`src/rtl/icache_refill_unit.sv`:
```
// Instruction-cache line refill engine.
// On a miss it reads the four words of the missing 16-byte line from
// word-wide memory, always in order 0..3. It presents the assembled
// 128-bit line for one cycle and holds Stall for the whole transfer.
// A word that waits too long for MemReady aborts the refill and sets
// the sticky Error flag.
module icache_refill_unit #(
    parameter int TIMEOUT    = 64,
    parameter int LINE_WORDS = 4
) (
    input  logic         clk,
    input  logic         reset,
    input  logic         Miss,
    input  logic [31:0]  MissAddress,
    output logic [31:0]  MemAddr,
    output logic         MemRead,
    input  logic [31:0]  MemRdata,
    input  logic         MemReady,
    output logic [127:0] DataLine,
    output logic         LineValid,
    output logic         Stall,
    output logic         Error
);

    localparam int                WAIT_W    = (TIMEOUT > 2) ? $clog2(TIMEOUT) : 1;
    localparam logic [WAIT_W-1:0] WAIT_LAST = WAIT_W'(TIMEOUT - 1);
    localparam logic [1:0]        WORD_LAST = 2'(LINE_WORDS - 1);

    typedef enum logic [1:0] {
        IDLE,
        READ,
        DONE
    } state_t;

    state_t              state_q, state_d;
    logic [27:0]         line_q, line_d;
    logic [1:0]          word_q, word_d;
    logic [WAIT_W-1:0]   wait_q, wait_d;
    logic [31:0]         mem_addr_d;
    logic                mem_read_d;
    logic [127:0]        data_line_d;
    logic                line_valid_d;
    logic                stall_d;
    logic                error_d;
    logic [31:0]         slot0_q, slot1_q, slot2_q;

    // The fetch order always starts at word 0, so the byte/word offset of
    // the missing address plays no part in the refill.
    logic unused_low_bits;
    assign unused_low_bits = ^MissAddress[3:0];

    // Next-state and next-output logic for the refill sequence.
    always_comb begin
        // NOTE: every signal gets a default first so no path leaves it
        // unassigned, which would otherwise infer a latch.
        state_d      = state_q;
        line_d       = line_q;
        word_d       = word_q;
        wait_d       = wait_q;
        mem_addr_d   = MemAddr;
        mem_read_d   = MemRead;
        data_line_d  = DataLine;
        line_valid_d = 1'b0;
        stall_d      = Stall;
        error_d      = Error;

        case (state_q)
            IDLE: begin
                if (Miss) begin
                    line_d     = MissAddress[31:4];
                    word_d     = 2'd0;
                    wait_d     = '0;
                    stall_d    = 1'b1;
                    mem_read_d = 1'b1;
                    mem_addr_d = {MissAddress[31:4], 4'b0000};
                    state_d    = READ;
                end
            end

            READ: begin
                if (MemReady) begin
                    wait_d = '0;
                    if (word_q == WORD_LAST) begin
                        data_line_d  = {MemRdata, slot2_q, slot1_q, slot0_q};
                        line_valid_d = 1'b1;
                        mem_read_d   = 1'b0;
                        state_d      = DONE;
                    end else begin
                        // Advance in the same cycle so zero-wait memory
                        // streams one word per clock.
                        word_d     = word_q + 2'd1;
                        mem_addr_d = {line_q, word_d, 2'b00};
                    end
                end else if (wait_q == WAIT_LAST) begin
                    // Give up on this line; DataLine keeps the last good line.
                    error_d    = 1'b1;
                    mem_read_d = 1'b0;
                    stall_d    = 1'b0;
                    state_d    = IDLE;
                end else begin
                    wait_d = wait_q + 1'b1;
                end
            end

            DONE: begin
                stall_d = 1'b0;
                state_d = IDLE;
            end

            default: begin
                state_d = IDLE;
            end
        endcase
    end

    // State, counters and all outputs, with synchronous reset.
    always_ff @(posedge clk) begin
        // NOTE: sequential state uses non-blocking assignments so every
        // register samples its pre-edge inputs regardless of statement order.
        if (reset) begin
            state_q   <= IDLE;
            line_q    <= '0;
            word_q    <= 2'd0;
            wait_q    <= '0;
            MemAddr   <= '0;
            MemRead   <= 1'b0;
            DataLine  <= 'x;
            LineValid <= 1'b0;
            Stall     <= 1'b0;
            Error     <= 1'b0;
        end else begin
            state_q   <= state_d;
            line_q    <= line_d;
            word_q    <= word_d;
            wait_q    <= wait_d;
            MemAddr   <= mem_addr_d;
            MemRead   <= mem_read_d;
            DataLine  <= data_line_d;
            LineValid <= line_valid_d;
            Stall     <= stall_d;
            Error     <= error_d;
        end
    end

    // Holding slots for words 0..2; word 3 goes straight into DataLine.
    always_ff @(posedge clk) begin
        // NOTE: the slots are pure data storage and are never read before
        // being written by the current refill, so they carry no reset.
        if (state_q == READ && MemReady) begin
            case (word_q)
                2'd0:    slot0_q <= MemRdata;
                2'd1:    slot1_q <= MemRdata;
                2'd2:    slot2_q <= MemRdata;
                default: ;
            endcase
        end
    end

endmodule
```
`config.mk`:
```
export PLATFORM = sky130hd
export DESIGN_NAME = icache_refill_unit
export DESIGN_NICKNAME = d
export VERILOG_FILES = /design/src/rtl/icache_refill_unit.sv
export SDC_FILE = /design/constraint.sdc
export NUM_CORES = 1
export LEC_CHECK = 0
export CAP_MARGIN = 15
export CORE_ASPECT_RATIO = 2
export CORE_MARGIN = 4
export CORE_UTILIZATION = 25
export DETAILED_ROUTE_END_ITERATION = 8
export HOLD_SLACK_MARGIN = 0.08
export SYNTH_ARGS = -nofsm -noshare
export SYNTH_HDL_FRONTEND = slang
export SYNTH_SLANG_ARGS = --single-unit
```
`constraint.sdc`:
```
create_clock -name clk -period 12.9 [get_ports clk]
set_input_delay 1.935 -clock clk [delete_from_list [all_inputs] [get_ports clk]]
set_output_delay 1.935 -clock clk [all_outputs]
set_load 0.05 [all_outputs]
```
==> results of run 1 <==
==> cell usage in the layout (no fill, tap or decap), types with 2 or more instances in the layout <==
cell,count
edfxtp_1,224
clkdlybuf4s50_1,224
dfxtp_1,70
nand2_1,62
a21oi_1,37
nor2_1,37
mux2i_1,28
a211oi_1,28
clkbuf_16,25
ha_1,7
inv_1,6
nand3_1,5
nand2b_1,5
clkinv_1,4
bufinv_16,4
buf_4,4
and3_2,3
or3_1,3
o31ai_1,3
xor2_1,2
o21ai_0,2
a311oi_1,2
conb_1,2
inv_6,2
clkinv_2,2
clkinvlp_4,2
clkbuf_1,2
clkinv_4,2
==> registers in the layout, indices dropped and copies added, names as in the netlist <==
register / cells
line_q: 28
slot2_q: 32
wait_q: 6
LineValid: 1
DataLine: 128
MemRead: 1
MemAddr: 29
slot0_q: 32
Stall: 1
state_q: 2
slot1_q: 32
Error: 1
word_q: 1
==> layer usage <==
metal / GRT usage (%) / share of wire [%]
met4: 3.34 / 2.8
met5: 0 / 0.10
met3: 2.56 / 7.0
met1: 9.40 / 34
met2: 18.3 / 56
==> cell type report <==
type / instances / share of cell area (%)
Clock buffer: 27 / 4.73
Clock inverter: 16 / 1.46
Inverter: 6 / 0.168
Multi-Input combinational cell: 242 / 10.9
Sequential cell: 294 / 60.7
Tap cell: 515 / 4.81
Timing Repair Buffer: 230 / 17.2
==> final timing paths <==
kind	to	slack, ps
max reg2reg	MemAddr[29]$_SDFFE_PP0P_	10150
max	DataLine[19]$_DFFE_PP_	8680
min	DataLine[71]$_DFFE_PP_	420
min reg2reg	DataLine[71]$_DFFE_PP_	420
==> logic make-up (layout without fill, tap and decap cells) <==
group           Yosys count  count (layout)  synth area share [%]
flops                   294             294                  83.7
simple gates            123             123                  5.36
compound gates           78              78                  5.10
buf+inv                  33             279                  1.55
mux                      29              29                  3.04
fa+ha+maj                 8               8                  1.03
xor+xnor                  2               2                 0.180
other cells               1               2                0.0386
==> stage by stage <==
step	setup slack [ps]	area, µm²
global placement	8080	12500
floorplan	6900	9710
detailed placement	8030	12500
global route	8430	13400
finish	8680	13400
CTS	8600	13400
==> power by group <==
part	total (mW)	leakage [nW]	switching [mW]	internal [mW]
clock network	0.761	0.399	0.325	0.436
registers	1.08	2.70	0.0152	1.06
logic	0.272	1.39	0.182	0.0900
==> Yosys cell counts, drive strengths merged <==
library cell / instances / area, µm²
a211oi: 28 / 210
a21boi: 1 / 11.3
a21o: 1 / 7.51
a21oi: 37 / 185
a311oi: 2 / 17.5
a31oi: 1 / 6.26
and2: 1 / 6.26
and2b: 1 / 7.51
and3: 3 / 18.8
buf: 16 / 86.3
clkbuf: 11 / 41.3
conb: 1 / 3.75
dfxtp: 70 / 1400
edfxtp: 224 / 6730
ha: 8 / 100
inv: 6 / 22.5
mux2: 1 / 15.0
mux2i: 28 / 280
nand2: 62 / 233
nand2b: 6 / 37.5
nand3: 5 / 25.0
nand3b: 1 / 7.51
nand4b: 1 / 8.76
nor2: 37 / 139
nor2b: 1 / 6.26
nor3: 1 / 5.00
o211ai: 1 / 7.51
o21ai: 3 / 18.8
o311ai: 1 / 8.76
o31ai: 3 / 22.5
or3: 3 / 18.8
or4: 1 / 7.51
xor2: 2 / 17.5
==> summary.txt, run 1 <==
final net count - 875
Slew Viols, Final - 0
status - completed
hold path start - slot2_q[7]$_DFFE_PP_
CTS tree - yes
worst skew pair latency - 530 ps
cell family with most CP delay - buffers and inverters
placed cell count - 1286
cts bufs inserted - 25
sequential share of the synthesized area - 83.7%
path depth of the worst reg2reg path - 8
WL final - 20500 µm
I/O pin count - 232
Yosys Warn Count - 0
Reg clk slew, reported paths - 70 ps
Non-Filler Instances - 1330
crit path capture type - flop
startpoint types - input pin
GR Util All Layers - 9.39%
Multi-input gate area - 0.00146 mm²
DR pass1 iterations - 4
vias in the first global route - 5457
final hold slack - 416 ps
leakage - 4.49 nW
Cell Area, Synth - 0.00971 mm²
# DRC - 0
minimum clock period - 4220 ps
Core ar. - 0.0382 mm²
DRT iter0 DRCs - 162
Syn-to-layout area delta - 37.8%
final clock skew - 9.99 ps
GPL Wtd Cong - 0.704
row count - 101
via/cell ratio - 3.99
HP Class - flop to flop
Synth Instances - 568
FMAX - 237 MHz
post-cts resize count - 0
Buffers on Ports - 225
CP cell instances - clkdlybuf4s50_1, nand3_1, nand2b_4, buf_4
max_cap viols - 0
initial antenna violation count - 2
mean post-synth cell area - 17.1 µm²
WL/cell - 15.4 µm
RSZ-0062 raised after global routing - no
starting density of the core - 25.4%
Congestion Overflow GR - 0
first-pass GRT wire length - 31100 µm
Worst EP required - 13050 ps
DIE AREA - 0.0423 mm²
post-DP HPWL - 14300 µm
chip width - 147 µm
CP max FO - 68
FF+latch count, synth - 294
count of cell types in the netlist - 37
CP Class - input pin to flop
clock sink count - 294
Max VDD drop - 0.122 mV
Seq. cell area - 0.00813 mm²
H-Tree Depth - 1
slowest cell delay on critical path - 760 ps
Crit-path slowest cell - buf_4
Die Span Y - 287 µm
worst setup path start - MemReady
Longest Clk Path Bufs - 3
hold_buf cts - 0
setup bufs post-CTS - 0
# setup viols final - 0
Slew Limit Headroom - 29.8%
hold path depth - 0
Final Cycle Share - 32.7%
ANT cells - 0
WP depth - 4
largest net degree at the start of global routing - 69
worst r2r src - state_q[1]$_SDFFE_PP0P_
Final ANT Viol Nets - 0
WP buf/inv - 2
vias after detailed routing - 5313
Slew @ Worst Pin - 1050 ps
CTS root buf - clkbuf_16
critical path arrival - 4370 ps
power per standard cell area - 158 mW/mm²
number of fillers in the final layout - 3690
Setup TNS - 0 ps
layout cells sized above 1 - 6.26%
post-layout util - 35.1%
final hold violation count - 0
total power - 2.11 mW
Power figures use the tool's default switching activity.
==> inputs of run 2 (changes only) <==
==> constraint.sdc (replaced) <==
create_clock -name clk -period 3.78 [get_ports clk]
set_input_delay 0.567 -clock clk [delete_from_list [all_inputs] [get_ports clk]]
set_output_delay 0.567 -clock clk [all_outputs]
set_load 0.05 [all_outputs]
==> run 2 against run 1 <==
  * Largest cell class unchanged
  * Critical path type is now flop to flop
  * Non-clock buffer count rose by 5
  * Cell count rose by 0.75%
  * Highest routed layer unchanged
  * Clock-buffer cell count rose by 2
  * Worst setup slack got worse by 7400 ps
  * Routed wire length rose by 1.5%
  * Critical endpoint is now MemAddr[15]$_SDFFE_PP0P_
==> summary.txt, run 2 (synthesis results as in run 1) <==
status - completed
row count - 101 (unchanged)
first-pass GRT wire length - 31600 µm (+1.4%)
FMAX - 401 MHz
initial antenna violation count - 1 (-1)
gr busiest metal - met2
met3 usage - 2.53% (-0.032 points)
Cell Area, Placed - 0.0126 mm² (+0.60%)
largest net degree at the start of global routing - 68 (-1.4%)
vias in the first global route - 5510 (+0.97%)
Slew Limit Headroom - 51.3% (+22 points)
hold_buf cts - 0 (unchanged)
worst skew pair latency - 540 ps (about the same)
post-DP HPWL - 14200 µm (-0.58%)
met1 usage - 9.86% (+0.45 points)
Final Cycle Share - 65.9%
final clock skew - 9.24 ps (-0.750 ps)
Syn-to-layout area delta - 38.8%
max_cap viols - 0 (unchanged)
# setup viols final - 0 (unchanged)
placed cell count - 1291 (+0.39%)
Setup TNS - 0 ps (unchanged)
critical path arrival - 2940 ps (-1430 ps)
GR Util All Layers - 9.50% (+0.11 points)
cts bufs inserted - 26 (+4.0%)
Slew Viols, Final - 0 (unchanged)
Finished Cell Area - 0.0135 mm² (+0.72%)
final net count - 881 (+0.69%)
via/cell ratio - 4.02 (+0.69%)
power per standard cell area - 537 mW/mm² (+240%)
Core ar. - 0.0382 mm² (unchanged)
layout cells sized above 1 - 7.03% (+0.77 points)
WP buf/inv - 1 (-1)
most frequent cells in the layout - 224 x edfxtp_1, 224 x clkdlybuf4s50_1, 70 x dfxtp_1
final hold violation count - 0 (unchanged)
Die Span Y - 287 µm (unchanged)
pre-CTS setup slack - 1030 ps (-7000 ps)
H-Tree Depth - 1 (unchanged)
crit path capture type - flop
DR pass1 iterations - 4 (unchanged)
WL/cell - 15.5 µm (+0.78%)
Worst EP required - 4230 ps (-8820 ps)
setup bufs post-CTS - 0 (unchanged)
CTS tree - yes
vias after detailed routing - 5390 (+1.4%)
slowest cell delay on critical path - 580 ps (-180 ps)
Longest Clk Path Bufs - 3 (unchanged)
# DRC - 0 (unchanged)
Max VDD drop - 0.347 mV (+180%)
DRT iter0 DRCs - 181 (+12%)
post-cts resize count - 0 (unchanged)
Crit-path slowest cell - a21boi_4
ANT cells - 0 (unchanged)
GPL Wtd Cong - 0.687 (-2.4%)
Final WS setup - 1290 ps (-7390 ps)
chip width - 147 µm (unchanged)
I/O pin count - 232 (unchanged)
Non-Filler Instances - 1340 (+0.75%)
RSZ-0062 raised after global routing - no
CP Class - flop to flop
CTS root buf - clkbuf_16
CP max FO - 40 (-41%)
post-layout util - 35.3% (+0.25 points)
Largest register FFs - 128 (unchanged)
starting density of the core - 25.4% (unchanged)
GR Layer Usage met2 - 18.0% (-0.30 points)
Buffers on Ports - 225 (unchanged)
startpoint types - flop
Final ANT Viol Nets - 0 (unchanged)
DIE AREA - 0.0423 mm² (unchanged)
clock sink count - 294 (unchanged)
leakage - 4.54 nW (+1.1%)
cell family with most CP delay - compound AO/OA/AOI/OAI gates
HP Class - flop to flop
WL final - 20800 µm (+1.5%)
Reg clk slew, reported paths - 70 ps (about the same)
minimum clock period - 2490 ps
Reg with most FFs - DataLine
Slew @ Worst Pin - 730 ps (-320 ps)
Congestion Overflow GR - 0 (unchanged)
CP cell instances - ha_2, mux2_4, a21boi_4, buf_12, nor2_1, a211oi_1
[run 2: cell types whose count changed in the layout (fill, tap and decap cells not counted), sizes merged]
cell    change
bufinv      -2
buf         +5
inv         +2
clkbuf      +2
clkinv      +3
[run 2: worst paths after layout]
kind	end	depth (start not counted)	startpoint	slack, ps
max	MemAddr[15]$_SDFFE_PP0P_	6	state_q[0]$_SDFFE_PP0P_	1290
min	DataLine[35]$_DFFE_PP_	0	slot1_q[3]$_DFFE_PP_	410
max reg2reg	MemAddr[15]$_SDFFE_PP0P_	6	state_q[0]$_SDFFE_PP0P_	1290
min reg2reg	DataLine[35]$_DFFE_PP_	0	slot1_q[3]$_DFFE_PP_	410
[run 2: layout make-up]
class / instances / area [µm²]
Clock inverter: 19 / 166
Fill cell: 3707 / 24700
Multi-Input combinational cell: 242 / 1460
Sequential cell: 294 / 8130
Inverter: 6 / 22.5
Clock buffer: 29 / 683
Timing Repair Buffer: 235 / 2380
Tap cell: 515 / 644
[run 2: worst register-to-register path: stages (launching register included)]
cell and delay, ps:
dfxtp_1 400, ha_2 540, mux2_4 290, a21boi_4 580
buf_12 290, nor2_1 80, a211oi_1 220
[run 2: power by group]
group          switching (mW)  internal, mW  total [mW]
logic                   0.624         0.317       0.942
registers              0.0534          3.62        3.67
clock network            1.17          1.45        2.62
total                    1.84          5.39        7.24
[run 2: per-stage QoR]
stage	hold slack [ps]	power, mW
4_1_cts	416	7.36
3_3_place_gp	401	4.68
5_1_grt	420	7.53
2_1_floorplan	400	4.33
6_report	413	7.24
3_5_place_dp	405	4.69
[run 2: per-layer routing]
layer	vias to the layer above	part of all wire, %
met5	-	0.062
met4	2	3.3
met3	41	7.2
met2	201	54
met1	2576	35
li1	2570	-
==> inputs of run 3 (changes only) <==
==> constraint.sdc (replaced) <==
create_clock -name clk -period 2.15 [get_ports clk]
set_input_delay 0.3225 -clock clk [delete_from_list [all_inputs] [get_ports clk]]
set_output_delay 0.3225 -clock clk [all_outputs]
set_load 0.05 [all_outputs]
==> run 3 against run 2 <==
  * Core utilization grew 0.46 points
  * Critical path depth shrank 5
  * Power grew 75%
  * Die area is the same
  * Worst setup slack lost 1200 ps
  * Flip-flop and latch count is the same
  * Sequential power grew 76%
  * Critical path type is now flop to output port
==> summary.txt, run 3 (synthesis results as in run 1) <==
vias after detailed routing - 5358 (-0.59%)
GPL Wtd Cong - 0.750 (+9.2%)
WP depth - 1 (-5)
Multi-input gate area - 0.00148 mm² (+1.5%)
via/cell ratio - 3.97 (-1.2%)
Buffers on Ports - 225 (unchanged)
cell family with most CP delay - buffers and inverters
H-Tree Depth - 1 (unchanged)
power per standard cell area - 929 mW/mm² (+73%)
initial antenna violation count - 0 (-1)
Crit-path slowest cell - clkdlybuf4s50_1
Reg clk slew, reported paths - 70 ps (about the same)
startpoint types - flop
Worst EP required - 1830 ps (-2400 ps)
# setup viols final - 0 (unchanged)
WL/cell - 15.5 µm (about the same)
crit path capture type - output port
worst skew pair latency - 530 ps (about the same)
Congestion Overflow GR - 0 (unchanged)
GR Util All Layers - 9.61% (+0.11 points)
starting density of the core - 25.4% (unchanged)
first-pass GRT wire length - 31800 µm (+0.85%)
FMAX - 488 MHz
Longest Clk Path Bufs - 3 (unchanged)
commonest non-fill, non-tap cell in the layout - edfxtp_1
RSZ-0062 raised after global routing - no
clock sink count - 294 (unchanged)
final hold violation count - 0 (unchanged)
HP Class - input pin to flop
post-cts resize count - 0 (unchanged)
final net count - 893 (+1.4%)
vias in the first global route - 5614 (+1.9%)
Largest register FFs - 128 (unchanged)
Final ANT Viol Nets - 0 (unchanged)
CP cell instances - clkdlybuf4s50_1
I/O pin count - 232 (unchanged)
row count - 101 (unchanged)
worst setup path start - MemRead$_SDFFE_PP0P_
largest net degree at the start of global routing - 68 (unchanged)
worst r2r src - state_q[1]$_SDFFE_PP0P_
WP buf/inv - 1 (unchanged)
Slew Viols, Final - 0 (unchanged)
DIE AREA - 0.0423 mm² (unchanged)
Setup TNS - 0 ps (unchanged)
most frequent cells in the layout - 224 x edfxtp_1, 222 x clkdlybuf4s50_1, 66 x dfxtp_1
Slew Limit Headroom - 61.9% (+11 points)
Die Span Y - 287 µm (unchanged)
status - completed
final clock skew - 11.4 ps (+2.17 ps)
Final Cycle Share - 95.4%
CP max FO - 3 (-93%)
total power - 12.7 mW (+75%)
hold path depth - 3 (+3)
path depth of the worst reg2reg path - 7 (+1)
Syn-to-layout area delta - 40.6%
Reg with most FFs - DataLine
ANT cells - 0 (unchanged)
layout cells sized above 1 - 9.00% (+2.0 points)
leakage - 4.61 nW (+1.7%)
max_cap viols - 0 (unchanged)
number of fillers in the final layout - 3673 (-0.92%)
Core ar. - 0.0382 mm² (unchanged)
slowest cell delay on critical path - 850 ps (+270 ps)
minimum clock period - 2050 ps
hold path start - reset
Slew @ Worst Pin - 565 ps (-165 ps)
setup bufs post-CTS - 0 (unchanged)
hold_buf cts - 0 (unchanged)
post-DP HPWL - 14300 µm (+1.1%)
CP Class - flop to output port
Max VDD drop - 0.596 mV (+72%)
DRT iter0 DRCs - 168 (-7.2%)
CTS root buf - clkbuf_16
critical path arrival - 1730 ps (-1210 ps)
CTS tree - yes
# DRC - 0 (unchanged)
Seq. cell area - 0.00814 mm² (+0.12%)
WL final - 20900 µm (+0.67%)
chip width - 147 µm (unchanged)
DR pass1 iterations - 4 (unchanged)
cts bufs inserted - 25 (-3.8%)
run 3: cell types whose count changed in the layout (fill, tap and decap cells not counted), sizes merged:
cell and change:
inv -3, clkinvlp -1, clkinv -3, clkdlybuf4s50 -2, bufinv +2, buf +15
run 3: tightest hold or removal path, stage by stage:
cell and delay [ps]:
buf_2 130, buf_12 190, nor2_1 120
run 3: routing by layer:
layer	part of all wire (%)	vias up	global-route usage (%)
met1	36	2533	9.99
met2	55	194	18.3
li1	-	2598	-
met5	0	-	0
met4	2.9	0	3.50
met3	6.9	33	2.62
run 3: worst paths after layout:
check                             end  slack (ps)
min                Error$_SDFFE_PP0P_         290
max                           MemRead         100
min reg2reg    DataLine[17]$_DFFE_PP_         410
max reg2reg  MemAddr[22]$_SDFFE_PP0P_         300
run 3: through the flow:
| step | hold slack [ps] | utilization [%] | worst slack, ps | cell area, µm² | instances |
|---|---|---|---|---|---|
| floorplan | 400 | - | 16.5 | 9780 | 569 |
| global placement | 401 | 33.6 | 186 | 12800 | 1305 |
| detailed placement | 405 | 33.6 | 149 | 12800 | 1305 |
| CTS | 268 | 35.8 | 45.8 | 13700 | 1348 |
| global route | 287 | 35.8 | 15.0 | 13700 | 1348 |
| finish | 288 | 35.8 | 99.5 | 13700 | 1348 |
run 3: layout make-up:
| class | instances | share of cell area, % |
|---|---|---|
| Sequential cell | 294 | 59.6 |
| Multi-Input combinational cell | 242 | 10.8 |
| Timing Repair Buffer | 248 | 18.7 |
| Tap cell | 515 | 4.72 |
| Clock buffer | 29 | 4.69 |
| Inverter | 6 | 0.165 |
| Clock inverter | 14 | 1.31 |
run 3: where the power goes:
group | switching, mW | total [mW] | internal [mW]
logic | 1.10 | 1.69 | 0.582
clock network | 1.93 | 4.55 | 2.62
registers | 0.0932 | 6.46 | 6.36
total | 3.13 | 12.7 | 9.56
